[src/rtl/float_pkg.sv]
// Shared float format constants and helpers.
// Used by the float multiplier and float adders.
package float_pkg;

  localparam int EXP_W_DEF = 5;
  localparam int MAN_W_DEF = 10;

  localparam logic RND_TRUNC = 1'b0;
  localparam logic RND_RNE   = 1'b1;

  function automatic int word_w(
    input int ew,
    input int mw
  );
    return 1 + ew + mw;
  endfunction

  function automatic int bias(input int ew);
    return (1 << (ew - 1)) - 1;
  endfunction

  localparam int W_DEF    = word_w(EXP_W_DEF, MAN_W_DEF);
  localparam int BIAS_DEF = bias(EXP_W_DEF);

endpackage

[src/rtl/float_round_pack.sv]
// S3 of the float multiplier: round, saturate, pack.
// In: zero/sign/exp/man/guard/sticky. Out: word, ovf, unf.
module float_round_pack
  import float_pkg::*;
#(
  parameter int EXP_W     = EXP_W_DEF,
  parameter int MAN_W     = MAN_W_DEF,
  parameter int ROUND_RNE = int'(RND_RNE),
  localparam int W        = word_w(EXP_W, MAN_W),
  localparam int EW2      = EXP_W + 2
) (
  input  logic                  zero_i,
  input  logic                  sign_i,
  input  logic signed [EW2-1:0] exp_i,
  input  logic [MAN_W-1:0]      man_i,
  input  logic                  guard_i,
  input  logic                  sticky_i,
  output logic [W-1:0]          word_o,
  output logic                  ovf_o,
  output logic                  unf_o
);

  localparam logic RNE = (ROUND_RNE != 0);

  localparam logic signed [EW2-1:0] EMAX =
    EW2'((1 << EXP_W) - 1);
  localparam logic signed [EW2-1:0] EMIN =
    EW2'(1);

  logic               inc;
  logic [MAN_W:0]     man_sum;
  logic [MAN_W-1:0]   man_r;
  logic signed [EW2-1:0] exp_r;

  always_comb begin
    inc = RNE & guard_i & (sticky_i | man_i[0]);
    man_sum = {1'b0, man_i} + {{MAN_W{1'b0}}, inc};
    // carry-out leaves the low bits zero: 1.11..1 + ulp = 10.0..0
    man_r = man_sum[MAN_W-1:0];
    exp_r = exp_i
          + $signed({{(EW2-1){1'b0}}, man_sum[MAN_W]});
  end

  always_comb begin
    word_o = '0;
    ovf_o  = 1'b0;
    unf_o  = 1'b0;
    if (zero_i) begin
      word_o = '0;
    end else if (exp_r > EMAX) begin
      word_o = {sign_i, {(W-1){1'b1}}};
      ovf_o  = 1'b1;
    end else if (exp_r < EMIN) begin
      unf_o  = 1'b1;
    end else begin
      word_o = {sign_i, exp_r[EXP_W-1:0], man_r};
    end
  end

endmodule

[src/rtl/float_mult_pipe.sv]
// 3-stage float multiplier: unpack/mul, normalise, round/pack.
// Ports: clk, reset(n), in valid/ready, a/b, out valid/ready, product, ovf, unf.
module float_mult_pipe
  import float_pkg::*;
#(
  parameter int EXP_W     = EXP_W_DEF,
  parameter int MAN_W     = MAN_W_DEF,
  parameter int ROUND_RNE = int'(RND_RNE),
  localparam int W        = word_w(EXP_W, MAN_W)
) (
  input  logic         clk,
  input  logic         reset,
  input  logic         in_valid,
  output logic         in_ready,
  input  logic [W-1:0] float_a,
  input  logic [W-1:0] float_b,
  output logic         out_valid,
  input  logic         out_ready,
  output logic [W-1:0] product,
  output logic         ovf,
  output logic         unf
);

  localparam int EW2 = EXP_W + 2;
  localparam int PW  = 2 * MAN_W + 2;

  localparam logic signed [EW2-1:0] BIAS_E =
    EW2'(bias(EXP_W));
  localparam logic signed [EW2-1:0] ONE_E =
    EW2'(1);

  logic adv;

  logic                  v1_q, v1_d;
  logic                  z1_q, z1_d;
  logic                  s1_q, s1_d;
  logic signed [EW2-1:0] e1_q, e1_d;
  logic [PW-1:0]         p1_q, p1_d;

  logic                  v2_q, v2_d;
  logic                  z2_q, z2_d;
  logic                  s2_q, s2_d;
  logic signed [EW2-1:0] e2_q, e2_d;
  logic [MAN_W-1:0]      m2_q, m2_d;
  logic                  g2_q, g2_d;
  logic                  t2_q, t2_d;

  logic                  out_valid_q, out_valid_d;
  logic [W-1:0]          product_q, product_d;
  logic                  ovf_q, ovf_d;
  logic                  unf_q, unf_d;

  logic [W-1:0]          rp_word;
  logic                  rp_ovf;
  logic                  rp_unf;

  assign adv      = !out_valid_q || out_ready;
  assign in_ready = adv;

  // S1: unpack and multiply hidden-bit mantissas
  always_comb begin
    v1_d = v1_q;
    z1_d = z1_q;
    s1_d = s1_q;
    e1_d = e1_q;
    p1_d = p1_q;
    if (adv) begin
      v1_d = in_valid;
      z1_d = (float_a[W-2:0] == '0)
          || (float_b[W-2:0] == '0);
      s1_d = float_a[W-1] ^ float_b[W-1];
      e1_d = $signed({2'b00, float_a[W-2:MAN_W]})
           + $signed({2'b00, float_b[W-2:MAN_W]})
           - BIAS_E;
      p1_d = {1'b1, float_a[MAN_W-1:0]}
           * {1'b1, float_b[MAN_W-1:0]};
    end
  end

  // S2: product is 1.x or 1x.x; align to 1.x
  always_comb begin
    v2_d = v2_q;
    z2_d = z2_q;
    s2_d = s2_q;
    e2_d = e2_q;
    m2_d = m2_q;
    g2_d = g2_q;
    t2_d = t2_q;
    if (adv) begin
      v2_d = v1_q;
      z2_d = z1_q;
      s2_d = s1_q;
      if (p1_q[PW-1]) begin
        e2_d = e1_q + ONE_E;
        m2_d = p1_q[PW-2 -: MAN_W];
        g2_d = p1_q[MAN_W];
        t2_d = |p1_q[MAN_W-1:0];
      end else begin
        e2_d = e1_q;
        m2_d = p1_q[PW-3 -: MAN_W];
        g2_d = p1_q[MAN_W-1];
        t2_d = |p1_q[MAN_W-2:0];
      end
    end
  end

  float_round_pack #(
    .EXP_W     (EXP_W),
    .MAN_W     (MAN_W),
    .ROUND_RNE (ROUND_RNE)
  ) u_round_pack (
    .zero_i   (z2_q),
    .sign_i   (s2_q),
    .exp_i    (e2_q),
    .man_i    (m2_q),
    .guard_i  (g2_q),
    .sticky_i (t2_q),
    .word_o   (rp_word),
    .ovf_o    (rp_ovf),
    .unf_o    (rp_unf)
  );

  // S3: output register, held while stalled
  always_comb begin
    out_valid_d = out_valid_q;
    product_d   = product_q;
    ovf_d       = ovf_q;
    unf_d       = unf_q;
    if (adv) begin
      out_valid_d = v2_q;
      product_d   = rp_word;
      ovf_d       = rp_ovf & v2_q;
      unf_d       = rp_unf & v2_q;
    end
  end

  always_ff @(posedge clk or negedge reset) begin
    if (!reset) begin
      v1_q        <= 1'b0;
      z1_q        <= 1'b0;
      s1_q        <= 1'b0;
      e1_q        <= '0;
      p1_q        <= '0;
      v2_q        <= 1'b0;
      z2_q        <= 1'b0;
      s2_q        <= 1'b0;
      e2_q        <= '0;
      m2_q        <= '0;
      g2_q        <= 1'b0;
      t2_q        <= 1'b0;
      out_valid_q <= 1'b0;
      product_q   <= '0;
      ovf_q       <= 1'b0;
      unf_q       <= 1'b0;
    end else begin
      v1_q        <= v1_d;
      z1_q        <= z1_d;
      s1_q        <= s1_d;
      e1_q        <= e1_d;
      p1_q        <= p1_d;
      v2_q        <= v2_d;
      z2_q        <= z2_d;
      s2_q        <= s2_d;
      e2_q        <= e2_d;
      m2_q        <= m2_d;
      g2_q        <= g2_d;
      t2_q        <= t2_d;
      out_valid_q <= out_valid_d;
      product_q   <= product_d;
      ovf_q       <= ovf_d;
      unf_q       <= unf_d;
    end
  end

  assign out_valid = out_valid_q;
  assign product   = product_q;
  assign ovf       = ovf_q;
  assign unf       = unf_q;

endmodule

[config.mk]
export PLATFORM = sky130hd
export DESIGN_NAME = float_mult_pipe
export DESIGN_NICKNAME = d
export VERILOG_FILES = /design/src/rtl/float_pkg.sv /design/src/rtl/float_round_pack.sv /design/src/rtl/float_mult_pipe.sv
export SDC_FILE = /design/constraint.sdc
export NUM_CORES = 1
export LEC_CHECK = 0
export ABC_AREA = 1
export BUFFER_PORTS_ARGS = -buffer_cell sky130_fd_sc_hd__buf_2
export CORE_MARGIN = 8
export CORE_UTILIZATION = 55
export CTS_BUF_LIST = sky130_fd_sc_hd__clkbuf_8
export DETAILED_ROUTE_END_ITERATION = 8
export GPL_TIMING_DRIVEN = 0
export PLACE_DENSITY = 0.74
export SLEW_MARGIN = 20
export SYNTH_ARGS = -nofsm -noshare
export SYNTH_HDL_FRONTEND = slang
export SYNTH_HIERARCHICAL = 1
export SYNTH_SLANG_ARGS = --single-unit
[constraint.sdc]
create_clock -name clk -period 3.95 [get_ports clk]
set_clock_uncertainty 0.1 [all_clocks]
set_input_delay 0.79 -clock clk [delete_from_list [all_inputs] [get_ports clk]]
set_output_delay 0.79 -clock clk [all_outputs]
set_load 0.02 [all_outputs]
### After elaboration in Yosys (flattened, before gate mapping)

Index checks and enable logic that the tools add are counted.

* ROM bits: 0
* bits in registers: 73
* input port bits: 36
* memories kept: 0
* bits in writable memories: 0
* logic and storage cells: 48
* output and inout bits: 20
* bits in latches: 0

* $lt $le $gt $ge: 2
* reduce and logical (&&, ||, !) cells: 7
* muxes and demuxes: 12
* multiply operators: 1
* bitwise logic cells: 5
* add/subtract/negate cells: 5
* div/mod/pow operators: 0
* eq/ne operators: 0
* shift-type cells: 0

Operators with widths (count)
* 16-bit 2-to-1 mux: 3
* 15-bit zero test: 2
* 11-bit by 11-bit multiplier with 22-bit output: 1
* 10-bit by 1-bit adder with 11-bit output: 1
* 10-bit 2-to-1 mux: 1
* 10-bit OR reduction: 1
* 9-bit OR reduction: 1
* 7-bit by 2-bit adder with 7-bit output: 1
* 7-bit by 2-bit adder with 7-bit output (second input constant): 1
* 7-bit by 6-bit greater-than comparator with 1-bit output (second input constant): 1
* 7-bit by 2-bit < comparator with 1-bit output (second input constant): 1
* 1-bit 2-to-1 mux: 7
* 7-bit 2-to-1 mux: 1
* 6-bit by 4-bit subtractor with 7-bit output (second input constant): 1
* 5-bit by 5-bit adder with 6-bit output: 1
* 1-bit bitwise AND: 3
* 1-bit logical OR: 2
* 1-bit zero test: 1
* 1-bit bitwise OR: 1
* 1-bit bitwise XOR: 1

### Depth between registers and ports, before layout

* depth in word-level cells: 9
* depth in mapped cells: 24
* gate-level depth less buffers: 23

### Modules after synthesis

Netlist, hierarchy kept.

By module, submodules not included
* float_mult_pipe: instances 1, cells each 949, area an instance 7355.8 um^2, sequential area each 1826.8 um^2
* float_round_pack: instances 1, cells each 122, area an instance 631.9 um^2, sequential area each 0.0 um^2

### Worst setup path before layout

No wires, ideal clock.

* kind: in2reg
* from: input port float_b[4]
* to: register p1_q[20]
* buffers on the path: 1
* cell stages on the path: 21
* required time: 3.733 ns
* library setup time: 0.117 ns
* slack: -1.159 ns
* arrival: 4.891 ns
* path through: clkbuf_1 -> nand2_1 -> fa_1 -> inv_1 -> fa_1 -> inv_1 -> fa_1 -> inv_1 -> fa_1 -> inv_1 -> fa_1 -> inv_1 -> ha_1 -> nand2_1 -> nand2_1 -> a21oi_1 -> nand3_2 -> nand2_1 -> nand3_1 -> nand3_1 -> nand2_1

* word-level cells in the longest chain between the ends: 1

Ends and longest elaborated chain
* start: declaration: RTL line float_mult_pipe.sv:16 `input logic [W-1:0] float_b,`
* 11-bit by 11-bit multiplier with 22-bit output: RTL line float_mult_pipe.sv:76 `* {1'b1, float_b[MAN_W-1:0]};`
* end signal: assignment: RTL line float_mult_pipe.sv:160 `p1_q <= p1_d;`
* end: declaration: RTL line float_mult_pipe.sv:38 `logic [PW-1:0] p1_q, p1_d;`

No other way between the ends.
A chain may end at the register's enable or synchronous reset.

### Final worst setup path

* from: input port float_b[7]
* to: register p1_q[21]

The elaborated chain is that of the path after synthesis.

==> metrics.log <==
INFO  metric clkTransAtPathRegs = roughly 70 ps
INFO  metric dieWidth = 137 um
INFO  metric largest_family_of_logic_cells_by_synthesized_area = adder cells
INFO  metric worstMarginPinSlew = 631 ps
INFO  metric worst_r2r_startpoint = g2_q
INFO  metric hold_violations = 0
INFO  metric layout-area-overhead-vs-synth = 24.9%
INFO  metric clock-sinks = 73
INFO  metric synth_xor_xnor_area_share = 0.0207
INFO  metric wl_per_cell = roughly 15 um
INFO  metric timing.critical_path.to_type = register
INFO  metric placed_cells = around 1,300
INFO  metric cts-buffers-inserted = 9
INFO  metric final_setup_vio_count = 16
INFO  metric synth_seq_cells = between 70 and 80
INFO  metric worstSetupPathType = in -> reg
INFO  metric total_leakage_power = 5.57 nW
INFO  metric ant_nets = 0
INFO  metric drcViolationCount = 0
INFO  metric fp-row-count = between 40 and 50
INFO  metric yosys.area_share.adder = 0.316
INFO  metric cts-root-to-sink-buffers = 2
INFO  metric portbufs = 55
INFO  metric final-max-slew-violation-count = 0
INFO  metric nNetsFinal = 1,375
INFO  metric sequential_fraction_of_the_synthesis_area = 0.229
INFO  metric power.density = 779 nW/um2
INFO  metric cts_root_buf = sky130_fd_sc_hd__clkbuf_8
INFO  metric crit_required = 4150 ps
INFO  metric holdCritPathClass = in -> async
INFO  metric place.gp.congestion = 0.927
INFO  metric place.detailed.hpwl = 15.4 mm
INFO  metric post_route_cells_drive_above_1_share = 0.250
INFO  metric synth-edff-count = 0
INFO  metric cp-start-kind = primary input
INFO  metric crit_path_max_fanout = 6
INFO  metric violations = setup timing
INFO  metric synth_compound_gate_area_share = 0.0553
INFO  metric worst_skew_pair.late_latency = roughly 360 ps
INFO  metric grt_overflow_total = 0
INFO  metric syn_area = 7990 um2
INFO  metric cts.htree.levels = 3
INFO  metric yosys_warnings = 6
INFO  metric wire_length_of_the_first_global_routing_pass = 33.2 mm
INFO  metric timing.slew.headroom = 0.576
INFO  metric worst_hold_slack = 221 ps
INFO  metric synth_top_cells_by_area = sky130_fd_sc_hd__dfrtp_1, sky130_fd_sc_hd__fa_1, sky130_fd_sc_hd__nand2_1
INFO  metric critical_path.reg2reg.endpoint = ovf
INFO  metric place_worst_setup_slack = -1220 ps
INFO  metric drt_first_iter_violations = 356
INFO  metric ff2ff_path_depth = 19
INFO  metric synthesis.instances = between 1,000 and 1,500
INFO  metric post-route-min-period = 4690 ps
INFO  metric timing.final.ws_setup = -742 ps
INFO  metric area_of_the_die = about 19,000 um2
INFO  metric grt_max_degree = 52
INFO  metric muxShareOfSynthArea = 0
INFO  metric initial_core_util = 0.556
INFO  metric grt_use_total = 0.222
INFO  metric status = finished, violations left
INFO  metric synth_flop_cell = sky130_fd_sc_hd__dfrtp_1
INFO  metric max-vdd-ir-drop = 0.356 mV
INFO  metric yosysTopAreaCellShare = 0.229
INFO  metric wirelength = a little over 20 mm
INFO  metric synth.distinct_cells = 34
INFO  metric setup-tns-final = -8770 ps
INFO  metric first_pass_iters = 7
INFO  metric ctsHoldBuffers = 0
INFO  metric synth-async-reset-ratio = 1.00
INFO  metric die_height = 137 um
INFO  metric cts_tree = built
INFO  metric num_antenna_cells = 0
INFO  metric fin_cells = between 1,000 and 1,500
INFO  metric final_cell_area = 9980 um2
INFO  metric crit_path_arrival_time = just under 5000 ps
INFO  metric yosys.cell_count.top_type = sky130_fd_sc_hd__nand2_1
INFO  metric maxCapViolations = 0
INFO  metric post-synth-top-area-cell = sky130_fd_sc_hd__dfrtp_1
INFO  metric placed_area = 8970 um2
INFO  metric vias_in_the_first_global_route = 7,053
INFO  metric pin_count = 56
INFO  metric final_core_util = 0.694
INFO  metric via_count = 7,080
INFO  metric finalCritPeriodShare = 1.19
INFO  metric core_area = 14,400 um2
INFO  metric power = around 7.8 mW
INFO  metric antenna_violations_before_repair = 0
INFO  metric synthSimpleGateAreaFrac = 0.253
INFO  metric mappedNetlistNets = approximately 1,300
INFO  metric ys_top_cells_by_count = sky130_fd_sc_hd__nand2_1, sky130_fd_sc_hd__inv_1, sky130_fd_sc_hd__fa_1, sky130_fd_sc_hd__dfrtp_1, sky130_fd_sc_hd__ha_1
INFO  metric syn_avg_cell_area = roughly 7.5 um2
INFO  metric route.detailed.vias_per_inst = 5.16
INFO  metric worst-r2r-setup-slack = 830 ps
INFO  metric max_freq = 213 MHz
INFO  metric rsz0062_at_grt = true
==> area by class of cell <==
| class | count | area, um2 |
|---|---|---|
| plain buffers | 39 | 397 |
| fillers | 1149 | 4390 |
| multi-input cells | 743 | 5700 |
| flip-flops and latches | 73 | 1830 |
| inverters | 213 | 800 |
| clock buffers | 11 | 151 |
| clock inverters | 3 | 18.8 |
| repair buffers | 107 | 852 |
| well taps | 184 | 230 |
==> state kept, by name (all words and copies together) (netlist names) <==
signal / count
t2_q: 1
g2_q: 1
v1_q: 1
p1_q: 22
v2_q: 1
unf: 1
product: 16
s1_q: 1
z2_q: 1
e1_q: 7
out_valid: 1
z1_q: 1
s2_q: 1
m2_q: 10
e2_q: 7
ovf: 1
==> worst max-delay path by stage <==
stage / from / to / slack (ps) / cells past startpoint
6_report: float_b[7] / p1_q[21] / -740 / 21
5_1_grt: float_b[7] / p1_q[21] / -870 / 21
4_1_cts: float_a[2] / p1_q[21] / -710 / 23
3_5_place_dp: float_a[8] / p1_q[21] / -1220 / 21
3_3_place_gp: float_a[8] / p1_q[21] / -1190 / 21
2_1_floorplan: float_a[5] / p1_q[16] / -730 / 22
==> repair_timing <==
item | in CTS | in global routing
endpoints found under the setup margin | 15 | 17
buffers inserted | 37 | 15
resized for setup | 81 | 67
hold endpoints to repair | 0 | 0
pin swaps | 49 | 40
==> critical path, stage by stage <==
cell and delay, ps:
sky130_fd_sc_hd__buf_4 130, sky130_fd_sc_hd__buf_8 130, sky130_fd_sc_hd__nand2_2 60, sky130_fd_sc_hd__inv_2 40
sky130_fd_sc_hd__fa_1 570, sky130_fd_sc_hd__fa_1 450, sky130_fd_sc_hd__fa_1 510, sky130_fd_sc_hd__fa_1 530
sky130_fd_sc_hd__inv_2 40, sky130_fd_sc_hd__fa_1 510, sky130_fd_sc_hd__inv_2 50, sky130_fd_sc_hd__ha_4 260
sky130_fd_sc_hd__nand2_2 70, sky130_fd_sc_hd__nand2_2 70, sky130_fd_sc_hd__a21oi_2 150, sky130_fd_sc_hd__nand3_4 130
sky130_fd_sc_hd__nand2_2 110, sky130_fd_sc_hd__nand2_1 50, sky130_fd_sc_hd__nand2_1 60, sky130_fd_sc_hd__nand3_2 90
sky130_fd_sc_hd__nand2_1 70
==> kinds of logic (layout without fill, tap and decap cells) <==
family / after synthesis / count (layout)
AND/OR/NAND/NOR: 486 / 486
buffers and inverters: 255 / 373
adder cells (fa/ha/maj): 153 / 153
AO/OA/AOI/OAI: 86 / 86
flip-flops: 73 / 73
XOR/XNOR: 18 / 18
==> power by group <==
part / switching (mW) / internal [mW] / leakage, nW
combinational: 3.40 / 2.51 / 4.61
sequential: 0.243 / 1.10 / 0.877
clock: 0.268 / 0.253 / 0.0847
==> metal layers <==
layer | wire length, um | track usage
met1 | 8380 | 0.269
met2 | 10100 | 0.399
met3 | 1230 | 0.0279
met4 | 491 | 0.0744
met5 | 0 | 0
==> layout by cell type, fill, tap and decap left out, types with 11 or more instances in the layout <==
| cell | count |
|---|---|
| sky130_fd_sc_hd__o21ai_1 | 11 |
| sky130_fd_sc_hd__inv_2 | 26 |
| sky130_fd_sc_hd__fa_1 | 74 |
| sky130_fd_sc_hd__buf_2 | 52 |
| sky130_fd_sc_hd__o21ai_0 | 20 |
| sky130_fd_sc_hd__buf_8 | 12 |
| sky130_fd_sc_hd__ha_4 | 13 |
| sky130_fd_sc_hd__buf_4 | 46 |
| sky130_fd_sc_hd__inv_1 | 188 |
| sky130_fd_sc_hd__buf_6 | 19 |
| sky130_fd_sc_hd__dfrtp_1 | 73 |
| sky130_fd_sc_hd__nor2_1 | 44 |
| sky130_fd_sc_hd__nand2_2 | 39 |
| sky130_fd_sc_hd__nand3_1 | 35 |
| sky130_fd_sc_hd__clkbuf_8 | 15 |
| sky130_fd_sc_hd__ha_1 | 56 |
| sky130_fd_sc_hd__nand2_1 | 303 |
| sky130_fd_sc_hd__nand2_4 | 14 |
| sky130_fd_sc_hd__a21oi_1 | 41 |
Note: power is estimated with default switching activity, not from simulation.
